## src/rtl/fib_main.sv

```systemverilog
// fib_main: sequential Fibonacci-recurrence engine.
// Runs fib(n, a, b) = (n == 0) ? a : fib(n-1, a+b, a), one iteration per clock.
// A rising edge on r_enable in IDLE captures init_n/init_a/init_b. The final a
// appears on result with a one-cycle w_enable strobe.
// Optional feature: define MAIN_PAUSE_EN so that controlArr=1 freezes the RUN
// state for that cycle. Without it, controlArr is ignored.
module fib_main (
  input  logic        clk,
  input  logic        rst_n,
  input  logic        r_enable,
  input  logic        controlArr,
  input  logic [5:0]  init_n,
  input  logic [31:0] init_a,
  input  logic [31:0] init_b,
  output logic        w_enable,
  output logic [31:0] result
);

  typedef enum logic [1:0] {StIdle, StRun, StDone} state_e;

  state_e      state_q, state_d;
  logic [5:0]  n_q, n_d;
  logic [31:0] a_q, a_d;
  logic [31:0] b_q, b_d;
  logic [31:0] result_q, result_d;
  logic        w_enable_q, w_enable_d;
  logic        r_enable_q;
  logic        start;
  logic        pause;

  // Only a low-to-high transition of r_enable counts as a start request.
  assign start = r_enable & ~r_enable_q;

`ifdef MAIN_PAUSE_EN
  assign pause = controlArr;
`else
  assign pause = 1'b0;
  logic unused_control_arr;
  assign unused_control_arr = controlArr;
`endif

  // Next-state and datapath: load in IDLE, iterate in RUN, strobe into DONE.
  always_comb begin
    state_d    = state_q;
    n_d        = n_q;
    a_d        = a_q;
    b_d        = b_q;
    result_d   = result_q;
    w_enable_d = 1'b0;
    unique case (state_q)
      StIdle: begin
        if (start) begin
          n_d     = init_n;
          a_d     = init_a;
          b_d     = init_b;
          state_d = StRun;
        end
      end
      StRun: begin
        if (!pause) begin
          if (n_q == 6'd0) begin
            result_d   = a_q;
            w_enable_d = 1'b1;
            state_d    = StDone;
          end else begin
            n_d = n_q - 6'd1;
            a_d = a_q + b_q;  // carry discarded, wraps mod 2^32
            b_d = a_q;
          end
        end
      end
      StDone: begin
        state_d = StIdle;
      end
      default: begin
        state_d = StIdle;
      end
    endcase
  end

  // State and datapath registers with synchronous active-low reset.
  always_ff @(posedge clk) begin
    if (!rst_n) begin
      state_q    <= StIdle;
      n_q        <= '0;
      a_q        <= '0;
      b_q        <= '0;
      result_q   <= '0;
      w_enable_q <= 1'b0;
      r_enable_q <= 1'b0;
    end else begin
      state_q    <= state_d;
      n_q        <= n_d;
      a_q        <= a_d;
      b_q        <= b_d;
      result_q   <= result_d;
      w_enable_q <= w_enable_d;
      r_enable_q <= r_enable;
    end
  end

  assign w_enable = w_enable_q;
  assign result   = result_q;

endmodule

```

## config.mk

```make
export PLATFORM = sky130hd
export DESIGN_NAME = fib_main
export DESIGN_NICKNAME = d
export VERILOG_FILES = /design/src/rtl/fib_main.sv
export SDC_FILE = /design/constraint.sdc
export NUM_CORES = 1
export LEC_CHECK = 0
export CORE_ASPECT_RATIO = 2
export CORE_MARGIN = 2
export CORE_UTILIZATION = 55
export CTS_CLUSTER_DIAMETER = 30
export CTS_CLUSTER_SIZE = 20
export DETAILED_ROUTE_END_ITERATION = 8
export PLACE_DENSITY = 0.86
export SYNTH_ARGS = -nofsm -noshare
export SYNTH_HDL_FRONTEND = slang
export SYNTH_SLANG_ARGS = --single-unit
```

## constraint.sdc

```tcl
create_clock -name clk -period 3.9 [get_ports clk]
set_input_delay 0.78 -clock clk [delete_from_list [all_inputs] [get_ports clk]]
set_output_delay 0.78 -clock clk [all_outputs]
set_load 0.1 [all_outputs]
```

# Word level (Yosys, flattened, before mapping)
# Cells that the tools add are included.
# classes
n_addsub	2
n_eq_ne	4
n_mux	13
bitwise	2
n_reduce_logical	7
# op_table
op	n
$mux W32	4
$pmux W32 S2	2
$add A32 B32 Y32	1
$mux W6	2
$pmux W6 S2	1
$logic_not A6 Y1	1
$ne A2 B2 Y1 const B	3
$reduce_and A2 Y1	3
$sub A6 B1 Y6 const B	1
$mux W2	2
$pmux W2 S2	1
$reduce_and A3 Y1	1
$eq A2 B1 Y1 const B	1
$logic_not A2 Y1	1
$reduce_bool A2 Y1	1
$and A1 B1 Y1	1
$mux W1	1
$not A1 Y1	1
# totals
regBits	106
input_bits	74
elab_cells	35

# Depth between registers and ports, before layout
# depth
word_depth	4
depth_mapped	11
depth_no_buf	10

# Worst setup path after synthesis
# OpenSTA, ideal clock, no wires.
# synth_path
path_kind	reg-to-reg
start	reg a_q[0]
end	reg a_q[22]
setup_ns	0.117
arrival_ns	2.540
slack_ns	1.242
stages_incl_launch_ff	11
n_path_buf	0
cell_sequence	dfxtp_1 > ha_1 > fa_1 > a21o_2 > a221oi_2 > or4_1 > nand3_2 > nor3_4 > nor3_1 > or3_1 > a32o_1
# synth_between
elab_chain_len	3
# synth_rtl
item	line	text
from (decl)	23	logic [31:0] a_q, a_d;
from (signal assigned)	86	a_q <= '0;
from (signal assigned)	94	a_q <= a_d;
$add A32 B32 Y32	67	a_d = a_q + b_q;
$mux W32	61	if (n_q == 6'd0) begin
$pmux W32 S2	50	unique case (state_q)
# Every way passes these cells. The select of a mux whose other input is x is not followed.
# A chain may end at the register's enable or synchronous reset.

# Worst setup path in the final report
# Same ends and word-level chain as after synthesis.

==> flow_metrics.env <==
export IMPL_worst_slack_ns=0.9063
export IMPL_cpPeakStageDelay_ns=0.42
export IMPL_skew_ns=0.01032
export IMPL_die_w_um=79.18
export IMPL_cap_violations=0
export IMPL_ys_warn_count=0
export IMPL_grt_pass1_vias=5619
export IMPL_drive_above_1_share_pct=4.318
export IMPL_grt_first_pass_wirelength_mm=26.48
export IMPL_setup_viol=0
export IMPL_hp_start="result[29]"
export IMPL_final_antenna_net_count=0
export IMPL_grt_usage_pct=26.39
export IMPL_cp_top_family="simple AND/OR/NAND/NOR gates"
export IMPL_path_class="register to register"
export IMPL_crit_required_ns=4.14
export IMPL_p_sw_mw=1.298
export IMPL_drt_initial_drc_count=295
export IMPL_dpl_hpwl_mm=11.22
export IMPL_r2r_cells=10
export IMPL_p_seq_share_pct=37.8
export IMPL_min_path_type="register to register"
export IMPL_portBuffers=105
export IMPL_vias=5948
export IMPL_drc=0
export IMPL_async_flop_share_pct=0
export IMPL_crit_chain="ha_1, fa_1, a21o_2, a221oi_2, or4_1, nand3_2, nor3_4, nor3_1, or3_1, a32o_1"
export IMPL_layout_cells_non_filler=1022
export IMPL_root_buffer="clkbuf_16"
export IMPL_max_slew_margin_rel_pct=32.68
export IMPL_grt_max_degree=107
export IMPL_crit_arrival_ns=3.24
export IMPL_numCtsBuffers=9
export IMPL_core_um2=11150
export IMPL_rsz0062_at_grt="false"
export IMPL_avgSynthCellArea_um2=7.704
export IMPL_postCtsSetupBuffers=0
export IMPL_timing_rr_start="a_q[0]"
export IMPL_power_share_switching_pct=36.46
export IMPL_vias_per_cell=5.820
export IMPL_r2r_end="a_q[22]"
export IMPL_ir_worst_vdd_mv=0.2812
export IMPL_netlist_instances=807
export IMPL_cp_end_kind="register"
export IMPL_areaGrowthSynthToFinish_pct=21.98
export IMPL_status="complete, no violations"
export IMPL_power_frac_comb_pct=35.5
export IMPL_critPathLaunchType="register"
export IMPL_placed_cells=1006
export IMPL_period_share_pct=76.76
export IMPL_slew_violations=0
export IMPL_ys_seq_area_share_pct=34.13
export IMPL_synth_edf_count=0
export IMPL_ioPinCount=107
export IMPL_post_place_ws_ns=0.9144
export IMPL_ys_ff_latch=106
export IMPL_antenna_found_initial=0
export IMPL_cts_tree="built"
export IMPL_slowest_stage="fa_1"
export IMPL_whs_ns=0.4638
export IMPL_p_int_mw=2.261
export IMPL_dieArea_um2=12220
export IMPL_diodes=0
export IMPL_pwr_share_clk_pct=26.7
export IMPL_setup_tns_final_ns=0
export IMPL_power_mw=3.559
export IMPL_synthFlopType="dfxtp_1"
export IMPL_cts_sinks=106
export IMPL_p_per_area_nw_per_um2=469.3
export IMPL_cellLeakagePower_nw=3.367
export IMPL_final_nets=983
export IMPL_cts_max_level=3
export IMPL_initial_core_util_pct=55.77
export IMPL_hold_end="result[29]"
export IMPL_cp_num_buf_inv=0
export IMPL_fillCellCount=967
export IMPL_wl_per_cell_um=15.56
export IMPL_place_congestion=0.9161
export IMPL_ctsLongestPathBuffers=2
export IMPL_drtPass1Iterations=5
export IMPL_seqCellArea_um2=2122
export IMPL_route_final_wire_length_mm=15.90
export IMPL_overflow=0
export IMPL_post_cts_resized=0
export IMPL_hold_violations=0
export IMPL_die_y_um=154.4
export IMPL_rows=55
export IMPL_synth_nets=915
export IMPL_postCtsHoldBufs=0
export IMPL_fin_crit_ns=2.994
export IMPL_clock_fmax_mhz=334.0
export IMPL_netlist_area_um2=6217
export IMPL_clk_latency_ns=0.35
export IMPL_yosysUniqueCellTypes=56
export IMPL_tightest_slew_ns=1.007
export IMPL_startpoint="a_q[0]"
export IMPL_cp_max_fo=5
export IMPL_hold_path_depth=2
export IMPL_multiInputGateArea_um2=3835
export IMPL_rrSetupSlack_ns=0.91
export IMPL_clkTransAtPathRegs_ns=0.07
registers in the layout (all words and copies together) (netlist names):
register / count
n_q: 6
result: 32
state_q: 2
w_enable: 1
a_q: 32
r_enable_q: 1
b_q: 32
synthesized netlist by cell type (10+ instances only):
cell | number | area (um^2)
nor2_1 | 20 | 75.07
dfxtp_1 | 106 | 2122
nor3_1 | 10 | 50.05
o21ai_0 | 43 | 215.2
a21oi_1 | 47 | 235.2
a21o_1 | 14 | 105.1
xor2_1 | 10 | 87.58
nand2_1 | 216 | 810.8
a21boi_0 | 34 | 255.2
nand3_1 | 59 | 295.3
o211a_1 | 40 | 400.4
a31oi_1 | 10 | 62.56
clkbuf_1 | 45 | 168.9
ha_1 | 33 | 412.9
xnor2_1 | 18 | 157.7
o211ai_1 | 14 | 105.1
routing by layer:
metal  global-route usage, %  share of wire [%]
met3                   3.851                5.4
met1                   33.90                 43
met4                   6.732                1.5
met5                       0                  0
met2                   45.88                 50
tightest hold or removal path: stages (launching register included):
cell and delay [ns]:
dfxtp_1 0.31, nand2_1 0.04, a21boi_0 0.06
worst max path at each step:
stage / end / depth (start not counted)
after floorplan: a_q[22] / 10
after global placement: a_q[25] / 6
after detailed placement: a_q[25] / 6
after CTS: a_q[22] / 10
after global routing: a_q[22] / 10
final: a_q[22] / 10
per-stage QoR:
stage / util, % / cell area [um^2]
5_1_grt: 68.02 / 7584
6_report: 68.02 / 7584
3_3_place_gp: 65.22 / 7271
3_5_place_dp: 65.22 / 7271
2_1_floorplan: - / 6217
4_1_cts: 68.02 / 7584
power by group through the flow:
stage / Sequential (mW) / Clock, mW / Combinational, mW
after floorplan: 1.41 / 0 / 0.911
after global placement: 1.36 / 0 / 1.22
after detailed placement: 1.37 / 0 / 1.25
after CTS: 1.35 / 0.966 / 1.26
after global routing: 1.37 / 1.01 / 1.41
final: 1.35 / 0.950 / 1.26
final cells by class:
type	instances	share of cell area (%)
timing repair buffer	113	14.59
sequential	106	27.98
clock inverter	4	0.7425
inverter	8	0.3960
tap	142	2.343
multi-input combinational	637	50.57
clock buffer	12	3.382
cell families (layout without fill, tap and decap cells):
group	Yosys count	in the layout	share of synthesized area, %
simple gates	348	348	24.61
compound gates	227	227	25.78
flops	106	106	34.13
buf+inv	64	137	4.568
fa+ha+maj	34	34	6.963
xor+xnor	28	28	3.944
layout by cell type (no fill, tap or decap), types with 3 or more instances in the layout:
cell type	n
and2_1	7
ha_1	33
o211a_1	40
a41oi_1	3
or3_1	4
nor2b_1	3
inv_1	8
nand2_1	216
o21ai_0	43
nand4_1	6
nor2_1	19
a31oi_1	10
a21o_1	14
clkdlybuf4s50_1	104
buf_4	8
nand3_1	59
xnor2_1	18
nor3_1	10
a21oi_1	46
dfxtp_1	106
clkbuf_16	9
xor2_1	10
o211ai_1	14
a21boi_0	34
and3_1	8
Power figures use the tool's default switching activity.
